`src/rtl/proc_mem_run_ctrl_pkg.sv`:
```
// Shared definitions for the processor memory / run-control companion block:
// FSM state encoding, word width, instruction opcodes and small helpers.
package proc_mem_run_ctrl_pkg;

  localparam int WORD_W = 16;

  // Run-control FSM states.
  typedef enum logic [1:0] {
    ST_IDLE = 2'd0,
    ST_RUN  = 2'd1,
    ST_HALT = 2'd2
  } run_state_e;

  // Processor opcodes (IR[8:6]), used when building program images.
  localparam logic [2:0] OP_MV   = 3'd0;
  localparam logic [2:0] OP_MVI  = 3'd1;
  localparam logic [2:0] OP_ADD  = 3'd2;
  localparam logic [2:0] OP_SUB  = 3'd3;
  localparam logic [2:0] OP_LD   = 3'd4;
  localparam logic [2:0] OP_ST   = 3'd5;
  localparam logic [2:0] OP_MVNZ = 3'd6;

  // Increment that sticks at all-ones instead of wrapping to zero.
  function automatic logic [WORD_W-1:0] sat_inc(input logic [WORD_W-1:0] v);
    if (v == 16'hFFFF) begin
      return v;
    end else begin
      return v + 16'd1;
    end
  endfunction

endpackage

```
`src/rtl/proc_mem_run_ctrl_sync_ram_1rw.sv`:
```
// DEPTH x DATA_W RAM: one synchronous write port, one registered read port.
// A read and write to the same address in one cycle returns the old word.
module sync_ram_1rw #(
  parameter int ADDR_W = 8,
  parameter int DEPTH  = 256,
  parameter int DATA_W = 16
) (
  input  logic              Clock,
  input  logic              Reset,
  input  logic              we,
  input  logic [ADDR_W-1:0] waddr,
  input  logic [DATA_W-1:0] wdata,
  input  logic [ADDR_W-1:0] raddr,
  output logic [DATA_W-1:0] rdata
);

  logic [DATA_W-1:0] mem_r [DEPTH];

  // Array write; contents are deliberately not reset so preloads survive Reset.
  always_ff @(posedge Clock) begin
    if (we) begin
      mem_r[waddr] <= wdata;
    end
  end

  // Registered read port; the output register alone is cleared by Reset.
  always_ff @(posedge Clock or posedge Reset) begin
    if (Reset) begin
      rdata <= {DATA_W{1'b0}};
    end else begin
      rdata <= mem_r[raddr];
    end
  end

endmodule

```
`src/rtl/proc_mem_run_ctrl.sv`:
```
// Memory and Run/Done initiator for the processor: supplies DIN, absorbs
// stores, lets a host preload the RAM, starts the processor and halts it on
// stop request, instruction budget or watchdog timeout.
module proc_mem_run_ctrl
  import proc_mem_run_ctrl_pkg::*;
#(
  parameter int          ADDR_W    = 8,
  parameter int          DEPTH     = 256,
  parameter logic [15:0] MAX_INSTR = 16'hFFFF,
  parameter int          TIMEOUT   = 8
) (
  input  logic              Clock,
  input  logic              Reset,
  input  logic              start,
  input  logic              stop,
  input  logic              ld_we,
  input  logic [ADDR_W-1:0] ld_addr,
  input  logic [15:0]       ld_data,
  input  logic [15:0]       ADDR,
  input  logic [15:0]       DOUT,
  input  logic              W,
  input  logic              Done,
  output logic [15:0]       DIN,
  output logic              Run,
  output logic              busy,
  output logic              timeout_err,
  output logic [15:0]       instr_count
);

  localparam int                WD_W    = (TIMEOUT > 1) ? $clog2(TIMEOUT) : 1;
  localparam logic [WD_W-1:0]   WD_LAST = WD_W'(TIMEOUT - 1);

  run_state_e        state_r;
  run_state_e        state_nxt_s;
  logic [WD_W-1:0]   watchdog_r;
  logic [WD_W-1:0]   watchdog_nxt_s;
  logic              stop_pending_r;
  logic              stop_pending_nxt_s;
  logic              timeout_err_r;
  logic              timeout_err_nxt_s;
  logic              run_r;
  logic              busy_r;
  logic [15:0]       instr_count_r;
  logic [15:0]       count_nxt_s;
  logic [15:0]       count_inc_s;

  logic              ram_we_s;
  logic [ADDR_W-1:0] ram_waddr_s;
  logic [15:0]       ram_wdata_s;
  logic [ADDR_W-1:0] ram_raddr_s;
  logic              unused_addr_hi_s;

  // Only the low ADDR bits select a word; the rest wrap.
  assign ram_raddr_s      = ADDR[ADDR_W-1:0];
  assign unused_addr_hi_s = ^ADDR[15:ADDR_W];

  // Write-port owner: processor stores while running, host preload otherwise.
  always_comb begin
    ram_we_s    = 1'b0;
    ram_waddr_s = ld_addr;
    ram_wdata_s = ld_data;
    case (state_r)
      ST_RUN: begin
        ram_we_s    = W;
        ram_waddr_s = ADDR[ADDR_W-1:0];
        ram_wdata_s = DOUT;
      end
      ST_IDLE, ST_HALT: begin
        ram_we_s    = ld_we;
        ram_waddr_s = ld_addr;
        ram_wdata_s = ld_data;
      end
      default: begin
        ram_we_s    = 1'b0;
        ram_waddr_s = ld_addr;
        ram_wdata_s = ld_data;
      end
    endcase
  end

  sync_ram_1rw #(
    .ADDR_W (ADDR_W),
    .DEPTH  (DEPTH),
    .DATA_W (WORD_W)
  ) u_ram (
    .Clock (Clock),
    .Reset (Reset),
    .we    (ram_we_s),
    .waddr (ram_waddr_s),
    .wdata (ram_wdata_s),
    .raddr (ram_raddr_s),
    .rdata (DIN)
  );

  assign count_inc_s = sat_inc(instr_count_r);

  // Next-state logic: start/Done/stop handling and the no-Done watchdog.
  always_comb begin
    state_nxt_s        = state_r;
    count_nxt_s        = instr_count_r;
    watchdog_nxt_s     = watchdog_r;
    stop_pending_nxt_s = stop_pending_r;
    timeout_err_nxt_s  = timeout_err_r;
    case (state_r)
      ST_IDLE, ST_HALT: begin
        if (start) begin
          state_nxt_s        = ST_RUN;
          count_nxt_s        = 16'd0;
          watchdog_nxt_s     = {WD_W{1'b0}};
          stop_pending_nxt_s = 1'b0;
          timeout_err_nxt_s  = 1'b0;
        end else begin
          state_nxt_s = state_r;
        end
      end
      ST_RUN: begin
        if (Done) begin
          // A completed instruction beats a simultaneous timeout.
          count_nxt_s    = count_inc_s;
          watchdog_nxt_s = {WD_W{1'b0}};
          if (stop_pending_r || stop || (count_inc_s == MAX_INSTR)) begin
            state_nxt_s = ST_HALT;
          end else begin
            state_nxt_s = ST_RUN;
          end
        end else begin
          if (stop) begin
            stop_pending_nxt_s = 1'b1;
          end else begin
            stop_pending_nxt_s = stop_pending_r;
          end
          if (watchdog_r == WD_LAST) begin
            state_nxt_s       = ST_HALT;
            timeout_err_nxt_s = 1'b1;
          end else begin
            watchdog_nxt_s = watchdog_r + {{(WD_W-1){1'b0}}, 1'b1};
          end
        end
      end
      default: begin
        state_nxt_s = ST_IDLE;
      end
    endcase
  end

  // State and status registers; Run/busy track the state being entered.
  always_ff @(posedge Clock or posedge Reset) begin
    if (Reset) begin
      state_r        <= ST_IDLE;
      instr_count_r  <= 16'd0;
      watchdog_r     <= {WD_W{1'b0}};
      stop_pending_r <= 1'b0;
      timeout_err_r  <= 1'b0;
      run_r          <= 1'b0;
      busy_r         <= 1'b0;
    end else begin
      state_r        <= state_nxt_s;
      instr_count_r  <= count_nxt_s;
      watchdog_r     <= watchdog_nxt_s;
      stop_pending_r <= stop_pending_nxt_s;
      timeout_err_r  <= timeout_err_nxt_s;
      run_r          <= (state_nxt_s == ST_RUN);
      busy_r         <= (state_nxt_s == ST_RUN);
    end
  end

  assign Run         = run_r;
  assign busy        = busy_r;
  assign timeout_err = timeout_err_r;
  assign instr_count = instr_count_r;

endmodule

```
`config.mk`:
```
export PLATFORM = sky130hd
export DESIGN_NAME = proc_mem_run_ctrl
export DESIGN_NICKNAME = d
export VERILOG_FILES = /design/src/rtl/proc_mem_run_ctrl_pkg.sv /design/src/rtl/proc_mem_run_ctrl_sync_ram_1rw.sv /design/src/rtl/proc_mem_run_ctrl.sv
export SDC_FILE = /design/constraint.sdc
export NUM_CORES = 2
export LEC_CHECK = 0
export ABC_CLOCK_PERIOD_IN_PS = 7650
export CAP_MARGIN = 15
export CORE_MARGIN = 2
export CORE_UTILIZATION = 63
export CTS_BUF_LIST = sky130_fd_sc_hd__clkbuf_8 sky130_fd_sc_hd__clkbuf_16
export DETAILED_ROUTE_END_ITERATION = 8
export PLACE_DENSITY = 0.79
export SYNTH_ARGS = -nofsm -noshare
export SYNTH_HDL_FRONTEND = slang
export SYNTH_SLANG_ARGS = --single-unit
```
`constraint.sdc`:
```
create_clock -name Clock -period 7.65 [get_ports Clock]
set_input_delay 1.1475 -clock Clock [delete_from_list [all_inputs] [get_ports Clock]]
set_output_delay 1.1475 -clock Clock [all_outputs]
set_load 0.1 [all_outputs]
```
==> impl_metrics.json <==
{
  "status": "finished clean",
  "rsz0062_at_grt": "no",
  "p_seq_share_pct": 52.6,
  "path_clk_slew_ps": 60,
  "peakVddDrop_mv": 0.4995,
  "cp-end-kind": "register",
  "slowest_stage": "nor4_1",
  "crit_chain": "clkdlybuf4s50_1 > nand4bb_1 > buf_4 > a2111oi_0 > or4_1 > nor4_1 > and3_1",
  "num_io_pins": 98,
  "clock_latency_ps": 1000,
  "power.density_nw_per_um2": 302.5,
  "place.gp.congestion": 0.8686,
  "clockBufferDepth": 4,
  "avgSynthCellArea_um2": 22.00,
  "postPlaceCellArea_um2": 166000,
  "hold_path.class": "reg -> reg",
  "worst-setup-path-type": "in -> reg",
  "cp_top_family": "simple AND/OR/NAND/NOR gates",
  "cp.arrival_ps": 5630,
  "drtIter0Drc": 13490,
  "crit_required_ps": 8550,
  "finalCritPeriodShare_pct": 61.85,
  "fmaxAchievable_ghz": 0.2113,
  "holdBufCountCts": 0,
  "netlist_area_um2": 159400,
  "rows": 184,
  "grt_pass1_wl_um": 600900,
  "post_cts_resized": 0,
  "clkSinkCount": 4136,
  "slowest_delay_ps": 1110,
  "synthArstFlopShare_pct": 0.9671,
  "synth_edf_count": 4096,
  "initial_core_util_pct": 63.42,
  "die_area_um2": 257100,
  "p_switching_mw": 13.68,
  "dp_hpwl_um": 217700,
  "layout_min_cycle_time_ps": 4732,
  "tightest_slew_ps": 1349,
  "layout.nets": 7808,
  "die_w_um": 507.1,
  "crit_path_max_fanout": 13,
  "firstDrtPassIters": 9,
  "stdcell_area_um2": 178900,
  "ys_seq_area_share_pct": 77.77,
  "synth_nets": 7312,
  "drcViolationCount": 0,
  "coreArea_um2": 251400,
  "synth_seq_cells": 4136,
  "synth-main-ff-cell": "edfxtp_1",
  "synthCells": 7246,
  "finalClockSkew_ps": 60.05,
  "syn2layout_area_growth_pct": 12.18,
  "cts_tree": "yes",
  "finalSetupViolCount": 0,
  "avgRoutedWirePerCell_um": 37.22,
  "grt-ovfl-total": 0,
  "critPathBufInv": 2,
  "drv_cap": 0,
  "intPower_mw": 40.43,
  "portBuffers": 89,
  "worstSetupStartpointType": "input pin",
  "cts.htree.levels": 5,
  "slew_headroom_pct": 10.08,
  "power.leakage_nw": 57.54,
  "setup_tns_ps": 0,
  "finalHoldViolCount": 0,
  "cts_buffers": 402,
  "maxSlewViolCount": 0,
  "dr_total_vias": 82160,
  "antenna_found_initial": 24,
  "whs_ps": 562.9,
  "layout-drive-gt1-share_pct": 25.47,
  "ant_nets": 0,
  "via_per_inst": 7.198,
  "cts_setup_buffers": 0,
  "ys_warn_count": 0,
  "grt_usage_pct": 33.03,
  "synthDistinctLibCells": 67,
  "die_h_um": 507.1,
  "finalCoreUtilization_pct": 71.15,
  "p_comb_share_pct": 11.6,
  "grt_max_degree": 246,
  "routed_wl_um": 424800,
  "clkPwrFrac_pct": 35.8,
  "cts_root_buffer": "clkbuf_16",
  "grt_pass1_vias": 81620,
  "swShare_pct": 25.28
}
-- cells in the mapped netlist (all sizes together), types with 19 or more instances --
| library cell | number | area share [%] |
|---|---|---|
| edfxtp | 4096 | 77 |
| mux4 | 893 | 13 |
| mux2i | 501 | 3.1 |
| nor2 | 282 | 0.66 |
| o22ai | 246 | 0.97 |
| buf | 244 | 1.1 |
| nand2 | 184 | 0.45 |
| clkbuf | 181 | 0.43 |
| a2111oi | 106 | 0.58 |
| mux2 | 100 | 0.71 |
| a22oi | 55 | 0.26 |
| dfrtp | 40 | 0.63 |
| nor4 | 28 | 0.11 |
| o21ai | 28 | 0.088 |
| a21oi | 22 | 0.069 |
| nor3 | 22 | 0.072 |
| and3 | 21 | 0.082 |
| nand3 | 21 | 0.066 |
| o211ai | 19 | 0.089 |
-- placed cells by master, fill, tap and decap left out, types with 18 or more instances in the layout --
cell type / instances
bufinv_16: 39
clkinv_2: 72
clkinv_1: 82
nand3_1: 21
o22ai_1: 246
nand2_1: 156
nor2_2: 21
clkinvlp_4: 18
mux4_2: 893
a22oi_1: 55
clkbuf_16: 407
nor3_1: 21
o211ai_1: 19
clkdlybuf4s50_1: 84
mux2i_1: 501
nor2_1: 259
a21oi_1: 22
buf_4: 393
dfrtp_1: 40
and3_1: 21
nor4_1: 27
edfxtp_1: 4096
mux2_2: 100
o21ai_0: 28
inv_1: 80
buf_12: 29
a2111oi_0: 85
-- path summary, 6_finish.rpt --
check                      cells after the start  slack [ps]              endpoint           from
max                                            7        2920        u_ram.rdata[1]        ADDR[5]
min                                            2         560         watchdog_r[2]  watchdog_r[2]
max reg2reg                                    6        3190  u_ram.mem_r[128][13]     state_r[0]
min reg2reg                                    2         560         watchdog_r[2]  watchdog_r[2]
max in group asynchronous                      3        6410       u_ram.rdata[14]          Reset
min in group asynchronous                      3         670       instr_count[11]          Reset
-- worst min-delay path, delay by kind of cell (launching register included) --
family	cells	cell delay (ps)
DFF	1	380
AOI/OAI and AO/OA	1	80
and+or+nand+nor	1	70
-- cell families after synthesis --
kind of cell / count (synthesis) / synth area share [%]
AOI/OAI and AO/OA: 561 / 2.499
xor gates and xnor gates: 2 / 0.01099
adders and majority gates: 3 / 0.02355
buffers and inverters: 433 / 1.512
DFF: 4136 / 77.77
muxes: 1494 / 16.47
and+or+nand+nor: 617 / 1.715
-- layout make-up --
| type | instances | area [um2] |
|---|---|---|
| diodes | 17 | 42.54 |
| clock buffers | 413 | 10270 |
| clock inverters | 298 | 2416 |
| fillers | 13440 | 72540 |
| inverters | 8 | 35.03 |
| multi-input cells | 2677 | 33330 |
| flip-flops and latches | 4136 | 124000 |
| well taps | 3348 | 4189 |
| repair buffers | 517 | 4586 |
-- state kept, by name, indices dropped and copies added, names as in the netlist --
name	flops
u_ram.mem_r	4096
instr_count	16
u_ram.rdata	16
watchdog_r	3
state_r	2
busy	1
stop_pending_r	1
timeout_err	1
-- stage by stage --
| stage | worst slack [ps] | instances | power [mW] |
|---|---|---|---|
| finish | 2918 | 11410 | 54.11 |
| global route | 2977 | 11400 | 55.20 |
| CTS | 3064 | 11390 | 53.96 |
| detailed placement | 2043 | 10680 | 34.90 |
| global placement | 2147 | 10680 | 34.48 |
| floorplan | 2288 | 7246 | 32.95 |
-- power by group through the flow --
stage / clock [mW] / sequential, mW / combinational (mW)
final: 19.4 / 28.5 / 6.28
after global routing: 20.2 / 28.4 / 6.53
after detailed placement: 0 / 28.9 / 6.00
after CTS: 19.4 / 28.4 / 6.09
after global placement: 0 / 28.9 / 5.62
after floorplan: 0 / 30.0 / 3.00
-- metal layers --
layer	part of all wire, %	up-vias	global-route usage (%)
met5	0.019	-	0
met1	33	42610	43.42
met2	49	6715	53.01
met4	6.2	14	17.08
li1	-	31620	-
met3	11	1208	6.954
Power figures use the tool's default switching activity.
